--- src/rtl/counter_ud_mod.sv ---
// Parametrised up/down counter with runtime modulus, programmable step,
// wrap/saturate mode, registered rollover/rollunder pulses and a sticky overflow flag.
module counter_ud_mod #(
    parameter int WIDTH  = 4,
    parameter int STEP_W = 2
) (
    input  logic              clk,
    input  logic              rstn,
    input  logic              en,
    input  logic              load_en,
    input  logic [WIDTH-1:0]  load,
    input  logic              down,
    input  logic [STEP_W-1:0] step,
    input  logic [WIDTH-1:0]  limit,
    input  logic              sat_mode,
    input  logic              clr_sticky,
    output logic [WIDTH-1:0]  count,
    output logic              rollover,
    output logic              rollunder,
    output logic              at_max,
    output logic              at_zero,
    output logic              ovf_sticky
);

    // One guard bit so sums and modulus (limit+1) never truncate before compare.
    localparam int XW = WIDTH + 1;
    typedef logic [XW-1:0] ext_t;

    logic [WIDTH-1:0] count_q, count_d;
    logic             rollover_q, rollover_d;
    logic             rollunder_q, rollunder_d;
    logic             sticky_q, sticky_d;

    ext_t lim_x, cnt_x, load_x, stp_x, s_x, mod_x, sum_x, next_x;

    // NOTE: every always_comb output gets a default first, so no path can infer a latch.
    always_comb begin
        lim_x       = {1'b0, limit};
        cnt_x       = {1'b0, count_q};
        load_x      = {1'b0, load};
        stp_x       = XW'(step);
        s_x         = (stp_x > lim_x) ? lim_x : stp_x;
        mod_x       = lim_x + ext_t'(1);
        sum_x       = cnt_x + s_x;
        next_x      = cnt_x;
        rollover_d  = 1'b0;
        rollunder_d = 1'b0;

        if (load_en) begin
            next_x = (load_x > lim_x) ? lim_x : load_x;
        end else if (en) begin
            if (cnt_x > lim_x) begin
                // Limit was lowered below the count: pull back in range, ignore step.
                next_x = lim_x;
            end else if (s_x != '0) begin
                if (!down) begin
                    if (sum_x > lim_x) begin
                        rollover_d = 1'b1;
                        next_x     = sat_mode ? lim_x : (sum_x - mod_x);
                    end else begin
                        next_x = sum_x;
                    end
                end else begin
                    if (cnt_x >= s_x) begin
                        next_x = cnt_x - s_x;
                    end else begin
                        rollunder_d = 1'b1;
                        next_x      = sat_mode ? '0 : (cnt_x + mod_x - s_x);
                    end
                end
            end
        end

        count_d  = next_x[WIDTH-1:0];
        // Set has priority over clear when an event lands on a clearing cycle.
        sticky_d = rollover_d | rollunder_d | (sticky_q & ~clr_sticky);
    end

    // NOTE: sequential state uses non-blocking assignments so all flops update together.
    always_ff @(posedge clk or negedge rstn) begin
        if (!rstn) begin
            count_q     <= '0;
            rollover_q  <= 1'b0;
            rollunder_q <= 1'b0;
            sticky_q    <= 1'b0;
        end else begin
            count_q     <= count_d;
            rollover_q  <= rollover_d;
            rollunder_q <= rollunder_d;
            sticky_q    <= sticky_d;
        end
    end

    assign count      = count_q;
    assign rollover   = rollover_q;
    assign rollunder  = rollunder_q;
    assign ovf_sticky = sticky_q;
    assign at_max     = (count_q == limit);
    assign at_zero    = (count_q == '0);

endmodule

--- config.mk ---
export PLATFORM = sky130hd
export DESIGN_NAME = counter_ud_mod
export DESIGN_NICKNAME = d
export VERILOG_FILES = /design/src/rtl/counter_ud_mod.sv
export SDC_FILE = /design/constraint.sdc
export NUM_CORES = 1
export LEC_CHECK = 0
export CORE_MARGIN = 2
export CORE_UTILIZATION = 47
export DETAILED_ROUTE_END_ITERATION = 10
export DONT_BUFFER_PORTS = 1
export MAX_ROUTING_LAYER = met4
export PLACE_DENSITY = 0.68
export REMOVE_ABC_BUFFERS = 1
export SLEW_MARGIN = 20
export SYNTH_ARGS = -nofsm -noshare
export SYNTH_HDL_FRONTEND = slang
export SYNTH_SLANG_ARGS = --single-unit
--- constraint.sdc ---
create_clock -name clk -period 5.83 [get_ports clk]
set_input_delay 1.166 -clock clk [delete_from_list [all_inputs] [get_ports clk]]
set_output_delay 1.166 -clock clk [all_outputs]
set_load 0.02 [all_outputs]
==> impl_results.md <==
* Outcome: finished clean
* Cts bufs inserted at 3
* Combinational share of power at 80.4%
* Via count at 1536
* H-tree levels at 1
* Post-cts sizing count at 0
* R2r endpoint: count[2]
* Metal3 WL at 150 um
* Initial Util at 49.5%
* Post-layout min period at 4830 ps
* Clk sinks at 7
* Worst-path clk slew at 50 ps
* Commonest cells post-synth: ha_1 (30), inv_1 (25), a21oi_1 (13), nand2_1 (12), nor2_1 (11)
* Synth unique cells at 51
* Clock tree buffer depth at 2
* Sequential share of power at 14.7%
* Routed wire length at 4.28 mm
* # diodes at 0
* Slew Viols, Final at 0
* Crit path max fanout at 6
* Hold WC Path Type: in2async
* WP data required at 5930 ps
* Post-route setup TNS at 0 ps
* Post-CTS setup buffer count at 0
* CP Cell Sequence: inv_1, ha_1, a211oi_2, o21ai_2, o21ai_0, ha_1, inv_1, fa_1, inv_1, ha_1, nor2b_1, o211ai_1, o211ai_1, inv_1, a2111oi_0, o221ai_1
* Number of top-level pins at 26
* TritonRoute pass-1 iters at 4
* Reg-to-reg startpoint: count[1]
* Switching power at 478 uW
* Critical Path Source: limit[1]
* Gate Count Post-Synth at 199
* Routability cong. at 0.878
* Count of nets after finishing at 257
* Cell taking the most area after synthesis: ha_1
* RSZ-0062 raised after global routing: false
* Clock root cell: clkbuf_4
* Crit start category: input port
* Ranking of synthesized cells by area: ha_1 (23%), dfrtp_1 (11%), fa_1 (7.2%), inv_1 (5.6%), xnor2_1 (4.7%)
* Crit path kind: in2reg
* GRT Total Usage at 23.2%
* Number of port buffers at 0
* Cell Rows at 21
* Headroom to the max-slew limit at 41.4%
* Async set or reset register ratio after synthesis at 100%
* FF-to-FF path depth at 11
* Post-layout instance count excluding filler cells at 249
* LEAKAGE at 0.000835 uW
* Placed wire-length estimate at 3.60 mm
* Vias per inst at 6.17
* Number of synthesized flops with an enable pin at 0
* Syn Std Cell Area at 0.00166 sq mm
* Share of cells above drive strength 1 at 5.91%
* Vias in the first global route at 1581
* Ys flop type: dfrtp_1
* Die Span Y at 63.5 um
* Largest net degree at the start of global routing at 13
* Slowest-stage cell, CP: fa_1
* Final setup fails at 0
* Internal power at 384 uW
* Worst vdd rail ir drop at 217 uV
* Final Cycle Share at 82.9%
* Count leader, synth: ha_1
* Fill cell count at 351
* First-pass GRT wire length at 7.33 mm
* Clock power frac at 4.9%
* Most used cell along the critical path: inv_1
* Fmax at 207 MHz
* CTS tree: done
* Worst-margin pin slew at 870 ps
* Synth-to-Final Area Change at 4.89%
* WL/cell at 17.2 um
* Final hold violations at 0
* Post-Place Cells at 245
* Crit. End Element: flip-flop
* Drt initial violations at 50
* Synth warnings at 0
* Congestion Overflow GR at 0
* Die ar. at 0.00403 sq mm
* R2r setup slk at 2290 ps
* Sw Share at 55.5%
* Die Wd at 63.5 um
* Syn Area/Cell at 8.36 sq um
* DR top layer: met4
* Clk_skew at 0.322 ps
* # Max-Cap Violations at 0
* CP arrival at 4930 ps
* Post-cts hold buffer count at 0
* Residual DRC at 0
* Antenna violations before repair at 0
* Seq/Total Area, Yosys at 10.5%
* Core area at 0.00336 sq mm
* Pwr per Cell Area at 494 mW/mm^2
* Synth top area share at 22.6%
* FF+latch count, synth at 7
* Metal2 WL at 2.15 mm
* Worst skew pair latency at 240 ps
* Max incr delay on CP at 580 ps
* DRT antenna net count at 0
* Power Total at 862 uW
* Metal-1 WL at 1.86 mm
## flip-flops by register name, summed over array words and instances (netlist names)
signal      count
rollunder       1
count           4
rollover        1
ovf_sticky      1
## worst max-delay path by stage
stage | slack [ps] | to | cells after the start
6_report | 1000 | count[3] | 16
5_1_grt | 700 | count[3] | 16
4_1_cts | 1010 | count[3] | 16
3_5_place_dp | 780 | count[3] | 16
3_3_place_gp | 870 | count[3] | 16
2_1_floorplan | 1180 | count[3] | 16
## power by group through the flow
stage | combinational [uW] | clock (uW) | sequential [uW]
2_1_floorplan | 544 | 0 | 110
3_3_place_gp | 665 | 0 | 127
5_1_grt | 769 | 46.4 | 129
4_1_cts | 683 | 42.3 | 127
6_report | 693 | 42.5 | 127
3_5_place_dp | 678 | 0 | 128
## stage by stage
step           setup WS [ps]  hold WS, ps  util (%)  cell area, sq um
6_report                 995          616      51.9              1750
5_1_grt                  695          600      51.9              1750
4_1_cts                 1010          614      51.9              1750
3_5_place_dp             780          655      51.1              1720
3_3_place_gp             873          658      51.1              1720
2_1_floorplan           1180          625         -              1660
## metal layers
| layer | up-vias | global-route usage [%] |
|---|---|---|
| li1 | 739 | - |
| met1 | 745 | 27.3 |
| met2 | 42 | 40.8 |
| met3 | 10 | 2.86 |
| met4 | 0 | 8.15 |
| met5 | - | - |
## cell type report
cell class	count	area, sq um	share of cell area [%]
Multi-Input combinational cell	166	1390	79.6
Sequential cell	7	175	10.0
Clock buffer	4	26.3	1.51
Tap cell	46	57.6	3.30
Inverter	26	97.6	5.59
## cell usage in the layout (no fill, tap or decap), types with 2 or more instances in the layout
cell type and count:
o41ai_1 2, nand3_1 2, fa_1 6, o221ai_1 2, inv_1 25, nor3_1 4, a21o_1 3, mux2_2 3
dfrtp_1 7, conb_1 5, nand4_1 4, xor2_1 3, a2111oi_0 2, a31oi_1 2, o211ai_1 4, nor2b_1 4
a21oi_1 13, clkbuf_4 3, nor2_1 11, a2111o_1 2, a22oi_1 2, o211a_1 2, o21a_1 2, mux2i_1 5
a211oi_2 2, o21ai_0 8, xnor2_1 9, o21bai_1 3, ha_1 30, nand2_1 12
## logic make-up (layout without fill, tap and decap cells)
logic type                 Yosys count  in the layout  share of synthesized area (%)
AOI/OAI and AO/OA                   60             60                           26.2
and+or+nand+nor                     44             44                           13.6
adders and majority gates           36             36                           29.8
buffers and inverters               29             30                           6.69
xor gates and xnor gates            12             12                           6.32
muxes                                9              9                           6.39
DFF                                  7              7                           10.5
other                                2              5                          0.451
## critical path, delay by kind of cell
kind,cells,cell delay (ps)
AO/OA/AOI/OAI,7,1790
adder cells (fa/ha/maj),4,1430
buffers and inverters,4,400
AND/OR/NAND/NOR,1,140
(Power assumes the default switching activity.)
